===== config.mk =====
export PLATFORM = sky130hd
export DESIGN_NAME = led_driver
export DESIGN_NICKNAME = d
export VERILOG_FILES = /design/src/rtl/led_driver_pkg.sv /design/src/rtl/led_pwm_gen.sv /design/src/rtl/led_driver.sv
export SDC_FILE = /design/constraint.sdc
export NUM_CORES = 1
export LEC_CHECK = 0
export BUFFER_PORTS_ARGS = -buffer_cell sky130_fd_sc_hd__buf_2
export CAP_MARGIN = 25
export CORE_ASPECT_RATIO = 0.5
export CORE_MARGIN = 4
export CORE_UTILIZATION = 40
export DETAILED_ROUTE_END_ITERATION = 8
export GPL_TIMING_DRIVEN = 0
export PLACE_DENSITY = 0.67
export SKIP_LAST_GASP = 1
export SLEW_MARGIN = 20
export SYNTH_ARGS = -nofsm -noshare
export SYNTH_HDL_FRONTEND = slang
export SYNTH_SLANG_ARGS = --single-unit

===== constraint.sdc =====
create_clock -name clk -period 3.6 [get_ports clk]
set_input_delay 0.54 -clock clk [delete_from_list [all_inputs] [get_ports clk]]
set_output_delay 0.54 -clock clk [all_outputs]
set_load 0.01 [all_outputs]

===== src/rtl/led_driver_pkg.sv =====
// Shared types and defaults for the board LED driver.
package led_driver_pkg;

  localparam int unsigned DEF_WIDTH    = 8;
  localparam int unsigned DEF_PWM_BITS = 8;

  typedef logic [DEF_WIDTH-1:0] led_vec_t;

  localparam led_vec_t LED_ALL_ON  = '1;
  localparam led_vec_t LED_ALL_OFF = '0;

endpackage : led_driver_pkg


===== src/rtl/led_pwm_gen.sv =====
// Free-running PWM counter and brightness compare for LED dimming.
module led_pwm_gen
  import led_driver_pkg::*;
#(
  parameter int unsigned PWM_BITS = DEF_PWM_BITS
) (
  input  logic                clk,
  input  logic                rst_n,
  input  logic [PWM_BITS-1:0] brightness,
  output logic                pwm_on
);

  logic [PWM_BITS-1:0] pwm_cnt;
  logic [PWM_BITS-1:0] pwm_cnt_nxt;

  // Counter wraps naturally from all-ones back to zero.
  always_comb begin
    pwm_cnt_nxt = pwm_cnt + PWM_BITS'(1);
  end

  always_ff @(posedge clk or negedge rst_n) begin
    if (!rst_n) begin
      pwm_cnt <= '0;
    end else begin
      pwm_cnt <= pwm_cnt_nxt;
    end
  end

  // Full-scale brightness bypasses the compare so there is no off slot.
  always_comb begin
    pwm_on = (brightness == {PWM_BITS{1'b1}}) | (pwm_cnt < brightness);
  end

endmodule : led_pwm_gen


===== src/rtl/led_driver.sv =====
// 8-LED bank driver: combinational master enable gated by mask, PWM dimming and blink.
module led_driver
  import led_driver_pkg::*;
#(
  parameter int unsigned WIDTH     = DEF_WIDTH,
  parameter int unsigned PWM_BITS  = DEF_PWM_BITS,
  parameter int unsigned BLINK_DIV = 25000000
) (
  input  logic                clk,
  input  logic                rst_n,
  input  logic                a,
  input  logic [WIDTH-1:0]    led_mask,
  input  logic [PWM_BITS-1:0] brightness,
  input  logic                blink_en,
  output logic [WIDTH-1:0]    q
);

  localparam int unsigned BLINK_CNT_W = (BLINK_DIV > 2) ? $clog2(BLINK_DIV) : 1;
  localparam logic [BLINK_CNT_W-1:0] BLINK_TERM = BLINK_CNT_W'(BLINK_DIV - 1);

  logic                   pwm_on;
  logic [BLINK_CNT_W-1:0] blink_cnt;
  logic [BLINK_CNT_W-1:0] blink_cnt_nxt;
  logic                   blink_ph;
  logic                   blink_ph_nxt;
  logic                   blink_on;
  logic                   lit;

  led_pwm_gen #(
    .PWM_BITS (PWM_BITS)
  ) u_pwm (
    .clk        (clk),
    .rst_n      (rst_n),
    .brightness (brightness),
    .pwm_on     (pwm_on)
  );

  // Blink prescaler: idle at count 0 / on-phase while disabled.
  always_comb begin
    blink_cnt_nxt = '0;
    blink_ph_nxt  = 1'b1;
    if (blink_en) begin
      blink_ph_nxt = blink_ph;
      if (blink_cnt == BLINK_TERM) begin
        blink_cnt_nxt = '0;
        blink_ph_nxt  = ~blink_ph;
      end else begin
        blink_cnt_nxt = blink_cnt + BLINK_CNT_W'(1);
      end
    end
  end

  always_ff @(posedge clk or negedge rst_n) begin
    if (!rst_n) begin
      blink_cnt <= '0;
      blink_ph  <= 1'b1;
    end else begin
      blink_cnt <= blink_cnt_nxt;
      blink_ph  <= blink_ph_nxt;
    end
  end

  // Output gate is combinational so a and rst_n reach the pins with no clock latency.
  always_comb begin
    blink_on = blink_ph;
    lit      = a & pwm_on & blink_on & rst_n;
    q        = {WIDTH{lit}} & led_mask;
  end

endmodule : led_driver


==> flow_summary_export.csv, run 1 <==
group,metric,value,unit
sta,rsz0062_at_grt,"false",
sta,fin_crit,2741,ps
global_routing,track_usage,12.64,%
placed_design,port_buffers,27,
clocking,cts_root_buffer,"clkbuf_8",
pwr,power.total,0.7209,mW
drt,met2_wirelength,1527,um
clocking,clockBufferDepth,2,
drt,drt-total-wl,3370,um
drt,drtIter0Drc,59,
sta,clock.fmax,364.8,MHz
synthesis,synthFlopType,"dfrtp_1",
sta,fin_ws,858.5,ps
sta,fin_skew,6.982,ps
clocking,numCtsBuffers,5,
global_routing,antenna_found_initial,0,
sta,fin_crit_sh,76.15,%
sta,slew_violations,0,
drt,ant_nets,0,
die,boundaryPins,28,
synthesis,synth_edf_count,0,
pwr,peakVddDrop,144.3,uV
die,initial_utilization,42.02,%
global_routing,grt_pass1_vias,1469,
final_layout,antenna_cells,0,
synthesis,ys_ff_latch,34,
final_layout,multiInputGateArea,944.7,sq um
synthesis,yosysTopAreaCellShare,44.21,%
drt,wl_met1,1611,um
outcome,status,"finished clean",
synthesis,yosys.area.top_type,"dfrtp_1",
die,die_area,5894,sq um
die,rows,17,
placed_design,dp_slack,880.2,ps
synthesis,ys_top_cells_by_area,"dfrtp_1 44%, xor2_1 9.4%, ha_1 6.0%",
synthesis,post_synth.cell_area_avg,10.15,sq um
drt,dr.pass1.iters,6,
synthesis,ys_seq_area_share,45.61,%
synthesis,ys_top_cells_by_count,"33 x dfrtp_1, 23 x nor2_1, 20 x xor2_1",
global_routing,gr-total-overflow,0,
critical_path,crit_type,"register to output port",
sta,hold_viol,0,
synthesis,synth_cell_types,30,
synthesis,netlist_instances,184,
global_routing,grt_pass1_wl,6141,um
sta,finalSetupViolCount,0,
final_layout,layout-drive-gt1-share,22.37,%
synthesis,yosys_warnings,0,
drt,viasPerCell,5.007,
die,die_x,104.6,um
critical_path,worst-endpoint-arrival,2200,ps
sta,relSlewSlack,48.70,%
critical_path,required,3060,ps
placed_design,gp_congestion,0.7538,
critical_path,path_max_fanout,8,
flow_run,max-cap-violations,0,
global_routing,grt_max_degree,37,
placed_design,hpwlAfterDp,2538,um
final_layout,area_delta_synth_final,15.94,%
critical_path,worstSetupEndpointType,"output port",
clocking,clk_pin_slew,70,ps
sta,tns,0,ps
final_layout,layout.nets,247,
die,die_h,56.32,um
clocking,ctsHoldBuffers,0,
drt,vias,1382,
clocking,htreeDepth,2,
pwr,p_per_area,332.8,nW/um^2
critical_path,start_kind,"register",
synthesis,synth_nets,213,
die,core-area,4446,sq um
clocking,postCtsSetupBuffers,0,
clocking,cts_tree,"yes",
clocking,post_cts_resized,0,
clocking,clock_sinks,34,
synthesis,syn_area,1868,sq um
drt,wl_met3,202,um
worst_hold_path,min_path_type,"primary input to asynchronous set/reset pin",
final_layout,fill_cells,386,
pwr,p_leak,1.037,nW
drt,top_layer,"met4",
clocking,worstSkewPairLatency,280,ps
final_layout,register_area,852.1,sq um
synthesis,async_flop_share,100.0,%
sta,worst_slew_pin_slew,769.6,ps
drt,wire_per_inst,12.21,um
synthesis,yosysMostFrequentCell,"dfrtp_1",
drt,drc,0,
==> report_power, final <==
part           internal (mW)  switching (mW)  total (mW)
sequential             0.385         0.00366       0.389
combinational         0.0219          0.0300      0.0520
clock                  0.154           0.126       0.280
==> critical path: stages (launching register included) <==
cell      delay (ps)
dfrtp_1          420
ha_1             310
a211o_1          290
a21oi_1          110
o21ai_0          120
a41o_1           330
a21boi_0         180
buf_2            160
==> area by class of cell <==
class,count,area share (%)
repair buffers,27,6.239
multi-input cells,136,43.62
well taps,57,3.293
flip-flops and latches,34,39.34
clock buffers,7,3.986
inverters,10,1.733
clock inverters,1,0.2311
plain buffers,4,1.560
==> flip-flops by register name, indices dropped and copies added (netlist names) <==
name	flops
u_pwm.pwm_cnt	8
blink_cnt	25
blink_on	1
==> final timing paths <==
path / startpoint / to / slack, ps / depth (start not counted)
max: u_pwm.pwm_cnt[3] / q[0] / 860 / 7
min: rst_n / u_pwm.pwm_cnt[5] / 330 / 1
max reg2reg: blink_cnt[0] / blink_cnt[22] / 1690 / 7
min reg2reg: u_pwm.pwm_cnt[7] / u_pwm.pwm_cnt[7] / 480 / 1
max in group asynchronous: rst_n / blink_cnt[20] / 2780 / 1
min in group clk: blink_en / blink_on / 410 / 2
==> stage by stage <==
stage                     utilization (%)  hold slack (ps)  instances  instance area (sq um)
final                               48.72            334.8        276                   2166
after CTS                           48.72            356.6        276                   2166
after global placement              46.66            473.5        268                   2074
after detailed placement            46.66            473.4        268                   2074
after global routing                48.72            401.0        276                   2166
after floorplan                         -            244.4        184                   1868
==> kinds of logic (layout without fill, tap and decap cells) <==
logic type                 Yosys count  in the layout  share of synthesized area, %
AOI/OAI and AO/OA                   15             15                         5.559
xor gates and xnor gates            30             30                         14.07
adders and majority gates            9              9                         6.028
buffers and inverters               14             49                         3.818
DFF                                 34             34                         45.61
and+or+nand+nor                     82             82                         24.92
==> metal layers <==
| layer | up-vias | global-route usage, % |
|---|---|---|
| met5 | - | 0 |
| met4 | 0 | 5.607 |
| met3 | 2 | 3.904 |
| met2 | 32 | 21.10 |
| met1 | 651 | 15.22 |
| li1 | 697 | - |
==> layout by cell type, fill, tap and decap left out, types with 2 or more instances in the layout <==
cell type / count
nor2_2: 5
nand3_1: 12
ha_1: 9
o21ai_0: 2
nand4_1: 10
nor2_1: 23
a21oi_1: 3
nand2b_1: 3
clkbuf_1: 2
nor4_4: 2
xnor2_1: 10
nor3_1: 3
and3_1: 4
and4_1: 2
dfrtp_1: 33
nand2_1: 12
clkbuf_8: 6
buf_2: 27
xor2_1: 20
inv_1: 10
a21boi_0: 8
buf_6: 2
Note: power is estimated with default switching activity, not from simulation.
==> run 2: changes to the inputs <==
- ABC_AREA: default -> 1
- clock period: 3.6 -> 2.8 ns (I/O delays scaled with it)
==> run 2 against run 1 <==
Effect of this change:
- core utilization grew 0.96 points
- power grew 57%
- register-to-register slack lost 500 ps
- combinational power grew 27%
- largest cell class unchanged
- largest power group is now the clock network
- highest routed layer unchanged
==> flow_summary_export.csv, run 2 <==
group,metric,value,unit
outcome,status,"finished clean",
final_layout,layout.nets,354,
final_layout,layout_commonest_cell,"nand2_1",
synthesis,synth_top_family_by_area,"simple AND/OR/NAND/NOR gates",
synthesis,yosys.area.top_type,"dfrtp_1",
drt,drc,0,
final_layout,mostFrequentLayoutCells,"63 x nand2_1, 57 x nor2_1, 42 x inv_1, 33 x dfrtp_1, 26 x buf_2",
clocking,cts_tree,"yes",
die,die_h,59.93,um
pwr,clockPowerShare,49.8,%
pwr,peakVddDrop,216.1,uV
sta,relSlewSlack,49.06,%
sta,rsz0062_at_grt,"false",
drt,dr.pass1.iters,4,
final_layout,layout.cells.non_filler,396,
final_layout,antenna_cells,0,
global_routing,grt_pass1_vias,1852,
synthesis,syn_area,2157,sq um
synthesis,yosysTopAreaCellShare,38.28,%
synthesis,synthFlopType,"dfrtp_1",
clocking,worstSkewPairLatency,290,ps
global_routing,grt_pass1_wl,7879,um
clocking,post_cts_resized,0,
sta,slew_violations,0,
sta,worst_slew_pin_slew,764.2,ps
pwr,power.total,1.132,mW
synthesis,synth_fa_ha_area_share,5.220,%
flow_run,max-cap-violations,0,
pwr,p_switching,0.2306,mW
critical_path,path_cells,"ha_1 -> a21oi_1 -> o21a_1 -> nand2_1 -> nand2_1 -> nand2_1 -> nor2_1 -> buf_2",
synthesis,ys_top_cells_by_area,"dfrtp_1 38%, nand2_1 11%, nor2_1 9.9%",
synthesis,netlist_instances,292,
placed_design,gp_congestion,0.9132,
final_layout,area_delta_synth_final,16.71,%
final_layout,fin_util,49.68,%
critical_path,crit_type,"register to output port",
critical_path,worst-endpoint-arrival,1930,ps
clocking,clk_pin_slew,80,ps
global_routing,track_usage,14.81,%
drt,vias,1886,
critical_path,r2r-start,"blink_cnt[0]",
sta,fin_crit,2347,ps
global_routing,grt_max_degree,36,
worst_hold_path,min_path_type,"primary input to asynchronous set/reset pin",
sta,finalSetupViolCount,0,
sta,tns,0,ps
die,die_x,111.9,um
critical_path,cp_top_family,"flip-flops",
critical_path,worstSetupEndpointType,"output port",
placed_design,hpwlAfterDp,3479,um
drt,drt-total-wl,4573,um
sta,fin_crit_sh,83.83,%
placed_design,port_buffers,26,
critical_path,crit_slowest_cell,"dfrtp_1",
drt,viasPerCell,4.763,
synthesis,async_flop_share,100.0,%
critical_path,path_max_fanout,8,
die,rows,18,
critical_path,crit_buf_inv,1,
placed_design,dp_slack,578.4,ps
global_routing,antenna_found_initial,0,
die,initial_utilization,42.57,%
synthesis,yosysMostFrequentCell,"nand2_1",
synthesis,synth_cell_types,26,
clocking,clock_sinks,34,
critical_path,required,2380,ps
clocking,htreeDepth,2,
synthesis,ys_top_cells_by_count,"63 x nand2_1, 57 x nor2_1, 42 x inv_1",
synthesis,yosys_warnings,0,
final_layout,largest_reg_flops,25,
global_routing,gr-total-overflow,0,
critical_path,critPathMaxStageDelay,430,ps
synthesis,synth_edf_count,0,
clocking,cts_root_buffer,"clkbuf_8",
final_layout,layout-drive-gt1-share,18.71,%
pwr,switching_share,20.36,%
pwr,share_comb_of_total_power,5.8,%
drt,drtIter0Drc,98,
clocking,numCtsBuffers,5,
sta,fin_skew,10.76,ps
die,die_area,6703,sq um
synthesis,ys_seq_area_share,39.50,%
synthesis,yosys-mux-area-fraction,0,%
critical_path,crit_top_cell,"nand2_1",
clocking,ctsHoldBuffers,0,
pwr,power_frac_seq,44.4,%
pwr,p_per_area,449.8,nW/um^2
critical_path,cp-startpoint,"u_pwm.pwm_cnt[5]",
critical_path,start_kind,"register",
drt,ant_nets,0,
drt,wire_per_inst,11.55,um
pwr,intPower,0.9017,mW
die,core-area,5067,sq um
clocking,clockBufferDepth,2,
placed_design,dp.cells,388,
synthesis,synth_xor_area_share,5.684,%
synthesis,synth-simple-area-share,40.43,%
die,boundaryPins,28,
sta,hold_viol,0,
synthesis,post_synth.cell_area_avg,7.387,sq um
sta,fin_ws,452.9,ps
pwr,p_leak,1.208,nW
synthesis,ys_ff_latch,34,
final_layout,fill_cells,495,
clocking,postCtsSetupBuffers,0,
synthesis,synth_nets,321,
synthesis,synth-compound-area-share,1.334,%
sta,clock.fmax,426.1,MHz
final_layout,largest-register,"blink_cnt",
==> run 2: final timing paths <==
kind / to / slack [ps] / cells past startpoint
hold / removal: blink_cnt[10] / 200 / 1
max in group asynchronous: blink_cnt[11] / 2110 / 1
min in group clk: blink_on / 410 / 3
setup / recovery: q[3] / 450 / 8
setup reg to reg: blink_cnt[5] / 1190 / 8
hold reg to reg: u_pwm.pwm_cnt[0] / 470 / 1
==> run 2: per-stage QoR <==
stage / area (sq um) / hold WS (ps)
after floorplan: 2157 / 124.4
after global placement: 2375 / 469.4
after detailed placement: 2375 / 467.7
after CTS: 2517 / 238.9
after global routing: 2517 / 280.7
final: 2517 / 202.0
==> run 2: final cells by class <==
cell class	instances	area [sq um]	share of cell area, %
buffer	2	11.26	0.4473
clock buffer	6	82.58	3.280
clock inverter	2	60.06	2.386
inverter	42	157.7	6.262
multi-input combinational	214	1136	45.13
sequential	34	852.1	33.85
tap	70	87.58	3.479
timing repair buffer	26	130.1	5.169
==> run 2: cell families (layout without fill, tap and decap cells) <==
group	Yosys count	after routing
fa+ha+maj	9	9
flops	34	34
buf+inv	44	78
compound gates	5	5
xor+xnor	14	14
simple gates	186	186
==> run 2: power groups by stage <==
stage	Clock, mW	Combinational, mW	Sequential, mW
3_5_place_dp	0	0.0672	0.512
3_3_place_gp	0	0.0649	0.512
4_1_cts	0.574	0.0676	0.502
5_1_grt	0.594	0.0771	0.503
2_1_floorplan	0	0.0336	0.511
6_report	0.564	0.0659	0.502
==> run 2: metal layers <==
metal / track usage (%) / up-vias / part of all wire [%]
met5: 0 / - / 0
met4: 5.199 / 0 / 0.74
met3: 3.943 / 2 / 8.0
met2: 26.83 / 68 / 45
met1: 17.42 / 850 / 46
li1: - / 966 / -
